===== src/rtl/circular_fifo_pkg.sv =====
// Shared definitions for the circular FIFO: depth helper, threshold
// legality checks and a status bundle for monitors.
package circular_fifo_pkg;

    function automatic int fifo_depth(input int aw);
        return 1 << aw;
    endfunction

    function automatic bit af_thresh_ok(input int th, input int aw);
        return (th >= 1) && (th <= fifo_depth(aw));
    endfunction

    function automatic bit ae_thresh_ok(input int th, input int aw);
        return (th >= 0) && (th <= fifo_depth(aw) - 1);
    endfunction

    typedef struct packed {
        logic full;
        logic empty;
        logic almost_full;
        logic almost_empty;
        logic overflow;
        logic underflow;
    } fifo_status_t;

endpackage


===== src/rtl/fifo_mem.sv =====
// Simple dual-port register array: synchronous write, asynchronous read.
// Contents are deliberately not reset.
module fifo_mem #(
    parameter int DATA_WIDTH = 12,
    parameter int ADDR_WIDTH = 4
) (
    input  logic                  clk_i,
    input  logic                  we_i,
    input  logic [ADDR_WIDTH-1:0] waddr_i,
    input  logic [DATA_WIDTH-1:0] wdata_i,
    input  logic [ADDR_WIDTH-1:0] raddr_i,
    output logic [DATA_WIDTH-1:0] rdata_o
);

    logic [DATA_WIDTH-1:0] mem_q [2**ADDR_WIDTH];

    always_ff @(posedge clk_i) begin
        if (we_i) begin
            mem_q[waddr_i] <= wdata_i;
        end
    end

    assign rdata_o = mem_q[raddr_i];

endmodule


===== src/rtl/circular_fifo.sv =====
// Circular FIFO with occupancy level, programmable thresholds, sticky
// error flags, synchronous flush and optional first-word-fall-through.
module circular_fifo
    import circular_fifo_pkg::*;
#(
    parameter int DATA_WIDTH = 12,
    parameter int ADDR_WIDTH = 4,
    parameter int AF_THRESH  = fifo_depth(ADDR_WIDTH) - 2,
    parameter int AE_THRESH  = 1,
    parameter bit FWFT       = 1'b0
) (
    input  logic                  clk,
    input  logic                  rst,
    input  logic                  clr,
    input  logic                  wr_en,
    input  logic [DATA_WIDTH-1:0] wr_data,
    input  logic                  rd_en,
    output logic [DATA_WIDTH-1:0] rd_data,
    output logic                  rd_valid,
    output logic                  full,
    output logic                  empty,
    output logic                  almost_full,
    output logic                  almost_empty,
    output logic [ADDR_WIDTH:0]   level,
    output logic                  overflow,
    output logic                  underflow
);

    localparam int PW = ADDR_WIDTH + 1;
    localparam logic [PW-1:0] DEPTH_L = PW'(fifo_depth(ADDR_WIDTH));
    localparam logic [PW-1:0] AF_L    = PW'(AF_THRESH);
    localparam logic [PW-1:0] AE_L    = PW'(AE_THRESH);
    localparam fifo_status_t ST_RST = '{
        full: 1'b0, empty: 1'b1, almost_full: 1'b0,
        almost_empty: 1'b1, overflow: 1'b0, underflow: 1'b0
    };

    if (!af_thresh_ok(AF_THRESH, ADDR_WIDTH)) begin : g_bad_af
        $error("circular_fifo: AF_THRESH outside 1..DEPTH");
    end
    if (!ae_thresh_ok(AE_THRESH, ADDR_WIDTH)) begin : g_bad_ae
        $error("circular_fifo: AE_THRESH outside 0..DEPTH-1");
    end

    logic [PW-1:0]         wr_ptr_q, wr_ptr_d;
    logic [PW-1:0]         rd_ptr_q, rd_ptr_d;
    logic [PW-1:0]         level_d;
    fifo_status_t          st_q, st_d;
    logic                  rd_valid_q, rd_valid_d;
    logic [DATA_WIDTH-1:0] rd_data_q, rd_data_d;
    logic [DATA_WIDTH-1:0] head;
    logic                  wr_acc, rd_acc;

    assign wr_acc = wr_en && !st_q.full;
    assign rd_acc = rd_en && !st_q.empty;

    fifo_mem #(
        .DATA_WIDTH(DATA_WIDTH),
        .ADDR_WIDTH(ADDR_WIDTH)
    ) u_mem (
        .clk_i  (clk),
        .we_i   (wr_acc && !clr && !rst),
        .waddr_i(wr_ptr_q[ADDR_WIDTH-1:0]),
        .wdata_i(wr_data),
        .raddr_i(rd_ptr_q[ADDR_WIDTH-1:0]),
        .rdata_o(head)
    );

    always_comb begin
        wr_ptr_d   = wr_ptr_q;
        rd_ptr_d   = rd_ptr_q;
        rd_valid_d = 1'b0;
        rd_data_d  = rd_data_q;
        st_d       = st_q;
        if (clr) begin
            wr_ptr_d       = '0;
            rd_ptr_d       = '0;
            st_d.overflow  = 1'b0;
            st_d.underflow = 1'b0;
        end else begin
            if (wr_acc) wr_ptr_d = wr_ptr_q + PW'(1);
            if (wr_en && st_q.full) st_d.overflow = 1'b1;
            if (rd_acc) begin
                rd_ptr_d   = rd_ptr_q + PW'(1);
                rd_valid_d = 1'b1;
                rd_data_d  = head;
            end
            if (rd_en && st_q.empty) st_d.underflow = 1'b1;
        end
        // Flags are registered from the post-edge occupancy.
        level_d           = wr_ptr_d - rd_ptr_d;
        st_d.full         = (level_d == DEPTH_L);
        st_d.empty        = (level_d == '0);
        st_d.almost_full  = (level_d >= AF_L);
        st_d.almost_empty = (level_d <= AE_L);
    end

    always_ff @(posedge clk) begin
        if (rst) begin
            wr_ptr_q   <= '0;
            rd_ptr_q   <= '0;
            st_q       <= ST_RST;
            rd_valid_q <= 1'b0;
            rd_data_q  <= '0;
        end else begin
            wr_ptr_q   <= wr_ptr_d;
            rd_ptr_q   <= rd_ptr_d;
            st_q       <= st_d;
            rd_valid_q <= rd_valid_d;
            rd_data_q  <= rd_data_d;
        end
    end

    assign level        = wr_ptr_q - rd_ptr_q;
    assign full         = st_q.full;
    assign empty        = st_q.empty;
    assign almost_full  = st_q.almost_full;
    assign almost_empty = st_q.almost_empty;
    assign overflow     = st_q.overflow;
    assign underflow    = st_q.underflow;
    assign rd_data      = FWFT ? head : rd_data_q;
    assign rd_valid     = FWFT ? !st_q.empty : rd_valid_q;

endmodule


===== config.mk =====
export PLATFORM = sky130hd
export DESIGN_NAME = circular_fifo
export DESIGN_NICKNAME = d
export VERILOG_FILES = /design/src/rtl/circular_fifo_pkg.sv /design/src/rtl/fifo_mem.sv /design/src/rtl/circular_fifo.sv
export SDC_FILE = /design/constraint.sdc
export NUM_CORES = 1
export LEC_CHECK = 0
export CAP_MARGIN = 30
export CORE_UTILIZATION = 60
export CTS_CLUSTER_DIAMETER = 100
export DETAILED_ROUTE_END_ITERATION = 16
export PLACE_DENSITY_LB_ADDON = 0.15
export SYNTH_ARGS = -nofsm -noshare
export SYNTH_HDL_FRONTEND = slang
export SYNTH_SLANG_ARGS = --single-unit

===== constraint.sdc =====
create_clock -name clk -period 3.8 [get_ports clk]
set_input_delay 0.76 -clock clk [delete_from_list [all_inputs] [get_ports clk]]
set_output_delay 0.76 -clock clk [all_outputs]
set_load 0.005 [all_outputs]

**Word-level counts from Yosys, hierarchy flattened**

Memories as Yosys holds them, arrays and structs flattened. A register that Yosys moved wholly into a read port is not among the register bits.
Cells that the tools add are included.

- Input bits: 17
- Bits in registers: 17
- Word-level logic and storage cells: 38
- Bits in writable memories: 192
- Memories kept: 1

Memories:

| name | words | width | read ports | clocked after memory_dff | write ports | line | text |
|---|---|---|---|---|---|---|---|
| u_mem.mem_q | 16 | 12 | 1 | 1 | 1 | fifo_mem.sv:15 | `logic [DATA_WIDTH-1:0] mem_q [2**ADDR_WIDTH];` |

- $lt $le $gt $ge: 2
- Bitwise logic cells: 1
- Reductions and logical operators: 13
- Equal/unequal tests: 1
- $add $sub $neg: 4
- Mux-type cells: 7

Operators by type and width:

| kind | number |
|---|---|
| $mux W5 | 4 |
| $add A5 B1 Y5 const B | 2 |
| $sub A5 B5 Y5 | 2 |
| $logic_and A1 B1 Y1 | 6 |
| $eq A5 B5 Y1 const B | 1 |
| $ge A5 B4 Y1 const B | 1 |
| $le A5 B1 Y1 const B | 1 |
| $logic_not A5 Y1 | 1 |
| $logic_not A1 Y1 | 4 |
| $mux W1 | 3 |
| $reduce_and A2 Y1 | 1 |
| $reduce_or A2 Y1 | 1 |
| $not A1 Y1 | 1 |

**Depth between registers and ports, before layout**

- Word-level depth: 6
- Mapped depth: 12
- Depth with buffers taken out: 10

**Cells and area by module**

A second synthesis with hierarchy kept.

- Cells, all modules: 487
- Area, all modules: 8821.0 um^2

By module, submodules not included:

| module | instances | sequential area each (um^2) | area an instance (um^2) | cells an instance |
|---|---|---|---|---|
| fifo_mem | 1 | 5765.5 | 7359.6 | 317 |
| circular_fifo | 1 | 580.6 | 1461.4 | 170 |

**Worst setup path before layout**

Ideal clock, no wire load.

- Kind: input to register
- Start: input port rd_en
- End: register st_q (netlist bit almost_empty)
- Setup time: 0.116 ns
- Slack: 0.921 ns
- Data required time: 3.684 ns
- Arrival time: 2.762 ns
- Stages on the path: 10
- Buffers on the path: 1
- Cell sequence: nor2b_1 > buf_4 > and2_1 > o21ai_0 > ha_1 > nor2b_1 > o21a_1 > o21a_1 > or2_2 > a41o_1

- Cells in the longest elaborated chain, start to end: 5

RTL lines:

| element | line | text |
|---|---|---|
| start, declared | circular_fifo.sv:17 | `input logic rd_en,` |
| $logic_and A1 B1 Y1 | circular_fifo.sv:55 | `assign rd_acc = rd_en && !st_q.empty;` |
| $mux W5 | circular_fifo.sv:83 | `if (rd_acc) begin` |
| $mux W5 | circular_fifo.sv:75 | `if (clr) begin` |
| $sub A5 B5 Y5 | circular_fifo.sv:91 | `level_d = wr_ptr_d - rd_ptr_d;` |
| $le A5 B1 Y1 | circular_fifo.sv:95 | `st_d.almost_empty = (level_d <= AE_L);` |
| end signal, assigned | circular_fifo.sv:108 | `st_q <= st_d;` |
| end, declared | circular_fifo.sv:48 | `fifo_status_t st_q, st_d;` |

No other way between the ends.
A chain may end at the register's enable or synchronous reset.

**Worst setup path in the final report**

- Start: register rd_ptr_q[1]
- End: output port level[4]

- Cells in the longest elaborated chain, start to end: 1

RTL lines:

| element | line | text |
|---|---|---|
| start, declared | circular_fifo.sv:46 | `logic [PW-1:0] rd_ptr_q, rd_ptr_d;` |
| start signal, assigned | circular_fifo.sv:107 | `rd_ptr_q <= rd_ptr_d;` |
| $sub A5 B5 Y5 | circular_fifo.sv:114 | `assign level = wr_ptr_q - rd_ptr_q;` |
| end, declared | circular_fifo.sv:24 | `output logic [ADDR_WIDTH:0] level,` |

No other way between the ends.

==> results.json <==
{
  "post-route-util": 0.725,
  "cp_max_fo": 15,
  "dpl_cell_area_sq_um": 9430,
  "finalCriticalPeriod_ns": 3.38,
  "synth_common_cells": "192 x edfxtp_1, 48 x mux4_2, 37 x nor2_1",
  "synth-edff-count": 192,
  "period_share": 0.889,
  "htreeDepth": 1,
  "drive_above_1_share": 0.212,
  "coreArea_sq_um": 14000,
  "worstSkewPairLatency_ns": 0.49,
  "rsz0062_at_grt": "false",
  "hp-class": "flop to flop",
  "outcome": "completed",
  "place_hpwl_microns": 10100,
  "grt_overflow_total": 0,
  "p_total_mw": 5.08,
  "ir_drop_v": 0.000450,
  "critical_path_class": "flop to output pin",
  "stdcell_count": 731,
  "post_cts_buffers": 0,
  "antenna_found_initial": 0,
  "gp_congestion": 0.855,
  "cts_root_buffer": "clkbuf_16",
  "clk_pin_slew_worst_paths_ns": 0.06,
  "async_reset_ff_frac": 0,
  "grt_max_degree": 39,
  "tightest_slew_ns": 0.611,
  "wl_per_cell_microns": 22.9,
  "fmax_mhz": 296,
  "skew_ns": 0.00672,
  "synth_top_area_cell": "edfxtp_1",
  "synth_flop_cell": "edfxtp_1",
  "clockBufferDepth": 3,
  "drt_iter0_drc": 508,
  "report.final.hold_viol_count": 0,
  "ant_nets": 0,
  "leakage_nw": 3.36,
  "num_vias": 4462,
  "power_density_nw_per_um2": 499,
  "post-place-ws_ns": 0.326,
  "yosys_warnings": 0,
  "critPathRequiredTime_ns": 3.04,
  "timing.final.ws_setup_ns": 0.422,
  "slew_headroom": 0.591,
  "slowest_delay_ns": 0.62,
  "dp.cells": 690,
  "cap_violations": 0,
  "grt_pass1_vias": 4368,
  "report.final.slew_viol_count": 0,
  "via_per_inst": 6.10,
  "endpoint_kind": "output pin",
  "holdBufCountCts": 0,
  "post-synth-top-count-cell": "edfxtp_1",
  "drc": 0,
  "crit_buf_inv": 2,
  "insertedDiodeCount": 0,
  "nNetsFinal": 567,
  "detail_route.wirelength_microns": 16700,
  "ys_seq_area_frac": 0.727,
  "cts_sinks": 221,
  "syn-instance-count": 469,
  "hold_slack_ns": 0.456,
  "syn_area_sq_um": 8720,
  "synth.distinct_cells": 42,
  "die_h_microns": 123,
  "crit_path_top_delay_cell": "dfxtp_2",
  "crit_family": "flip-flops",
  "numPortBuffers": 40,
  "synth-seq-cells": 221,
  "worst_setup_path_start_kind": "flop",
  "syn_area_per_cell_sq_um": 18.6,
  "area_growth_pct": 16.7,
  "synth_nets": 501,
  "fin_setup_tns_ns": 0,
  "grtUsageTotal": 0.238,
  "worst_ep_arrival_time_ns": 2.62,
  "synth.area.top_cells": "edfxtp_1 66%, mux4_2 12%, dfxtp_1 6.7%",
  "cts_tree": "yes",
  "drt_first_pass_iters": 4,
  "io_pins": 41,
  "die_w_microns": 123,
  "fp-row-count": 43,
  "start_util": 0.621,
  "die-area_sq_um": 15000,
  "grt_first_pass_wirelength_microns": 25600,
  "cts_resized": 0,
  "cts_buffers": 22,
  "fin_area_sq_um": 10200,
  "setup-violations-final": 0,
  "synth_top_area_share": 0.661,
  "crit_chain": "fa_1, inv_1, a21o_1, a21oi_1, xor2_1, clkdlybuf4s50_1"
}
per-layer routing:
layer,GRT usage,wire length (microns)
met5,0,0
met4,0.0511,160
met3,0.0325,856
met2,0.370,8000
met1,0.364,7720
final timing paths:
check	start	end	slack (ns)	cells after the start
min reg2reg	rd_data[11]$_SDFFE_PP0P_	rd_data[11]$_SDFFE_PP0P_	0.46	2
min	rd_data[11]$_SDFFE_PP0P_	rd_data[11]$_SDFFE_PP0P_	0.46	2
max reg2reg	rd_ptr_q[1]$_SDFF_PP0_	almost_empty$_SDFF_PP1_	0.86	9
max	rd_ptr_q[1]$_SDFF_PP0_	level[4]	0.42	6
power breakdown:
part | switching [mW] | leakage, nW | total (mW) | internal [mW]
combinational | 0.115 | 1.03 | 0.227 | 0.111
sequential | 0.00967 | 1.96 | 2.66 | 2.65
clock | 0.847 | 0.368 | 2.19 | 1.34
total | 0.972 | 3.36 | 5.08 | 4.11
flip-flops by register name, indices dropped and copies added (netlist names):
signal / count
almost_empty: 1
almost_full: 1
empty: 1
full: 1
overflow: 1
rd_data: 12
rd_ptr_q: 5
rd_valid: 1
u_mem.mem_q: 192
underflow: 1
wr_ptr_q: 5
cell type report:
| cell class | instances | area (sq um) |
|---|---|---|
| inverters | 12 | 45.0 |
| clock buffers | 27 | 611 |
| repair buffers | 65 | 608 |
| flip-flops and latches | 221 | 6350 |
| fillers | 829 | 3860 |
| well taps | 180 | 225 |
| multi-input cells | 213 | 2210 |
| clock inverters | 13 | 136 |
cells by family (layout without fill, tap and decap cells):
group                      after synthesis  count (layout)  share of synthesized area
AOI/OAI and AO/OA                       56              56                     0.0468
DFF                                    221             221                      0.727
buffers and inverters                   35             117                     0.0196
adders and majority gates               15              15                     0.0232
xor gates and xnor gates                14              14                     0.0158
muxes                                   48              48                      0.124
and+or+nand+nor                         80              80                     0.0433
worst reg2reg max path: stages, from the launching register on:
cell and delay, ns:
dfxtp_2 0.62, ha_1 0.33, and2_1 0.13, o21ai_0 0.39, ha_1 0.32, nor2b_1 0.13
o21a_1 0.18, o21a_1 0.21, or2_2 0.30, a41o_1 0.23
layout by cell type, fill, tap and decap left out, drive strengths merged, types with 2 or more instances in the layout:
cell type | Yosys | final
edfxtp | 192 | 192
mux4 | 48 | 48
or2 | 3 | 3
nand2 | 22 | 22
inv | 12 | 12
dfxtp | 29 | 29
clkinv | 0 | 10
clkbuf | 9 | 27
o21a | 2 | 2
a221oi | 12 | 12
nor3 | 4 | 4
a22o | 12 | 12
and2 | 2 | 2
clkdlybuf4s50 | 0 | 40
fa | 2 | 2
ha | 13 | 13
o21ai | 14 | 14
nor2 | 37 | 37
nand4 | 3 | 3
buf | 13 | 25
nor2b | 3 | 3
a21o | 3 | 3
bufinv | 0 | 3
or3 | 3 | 3
xor2 | 6 | 6
xnor2 | 7 | 7
a21oi | 7 | 7
No activity file was read; power rests on OpenSTA's default activity.
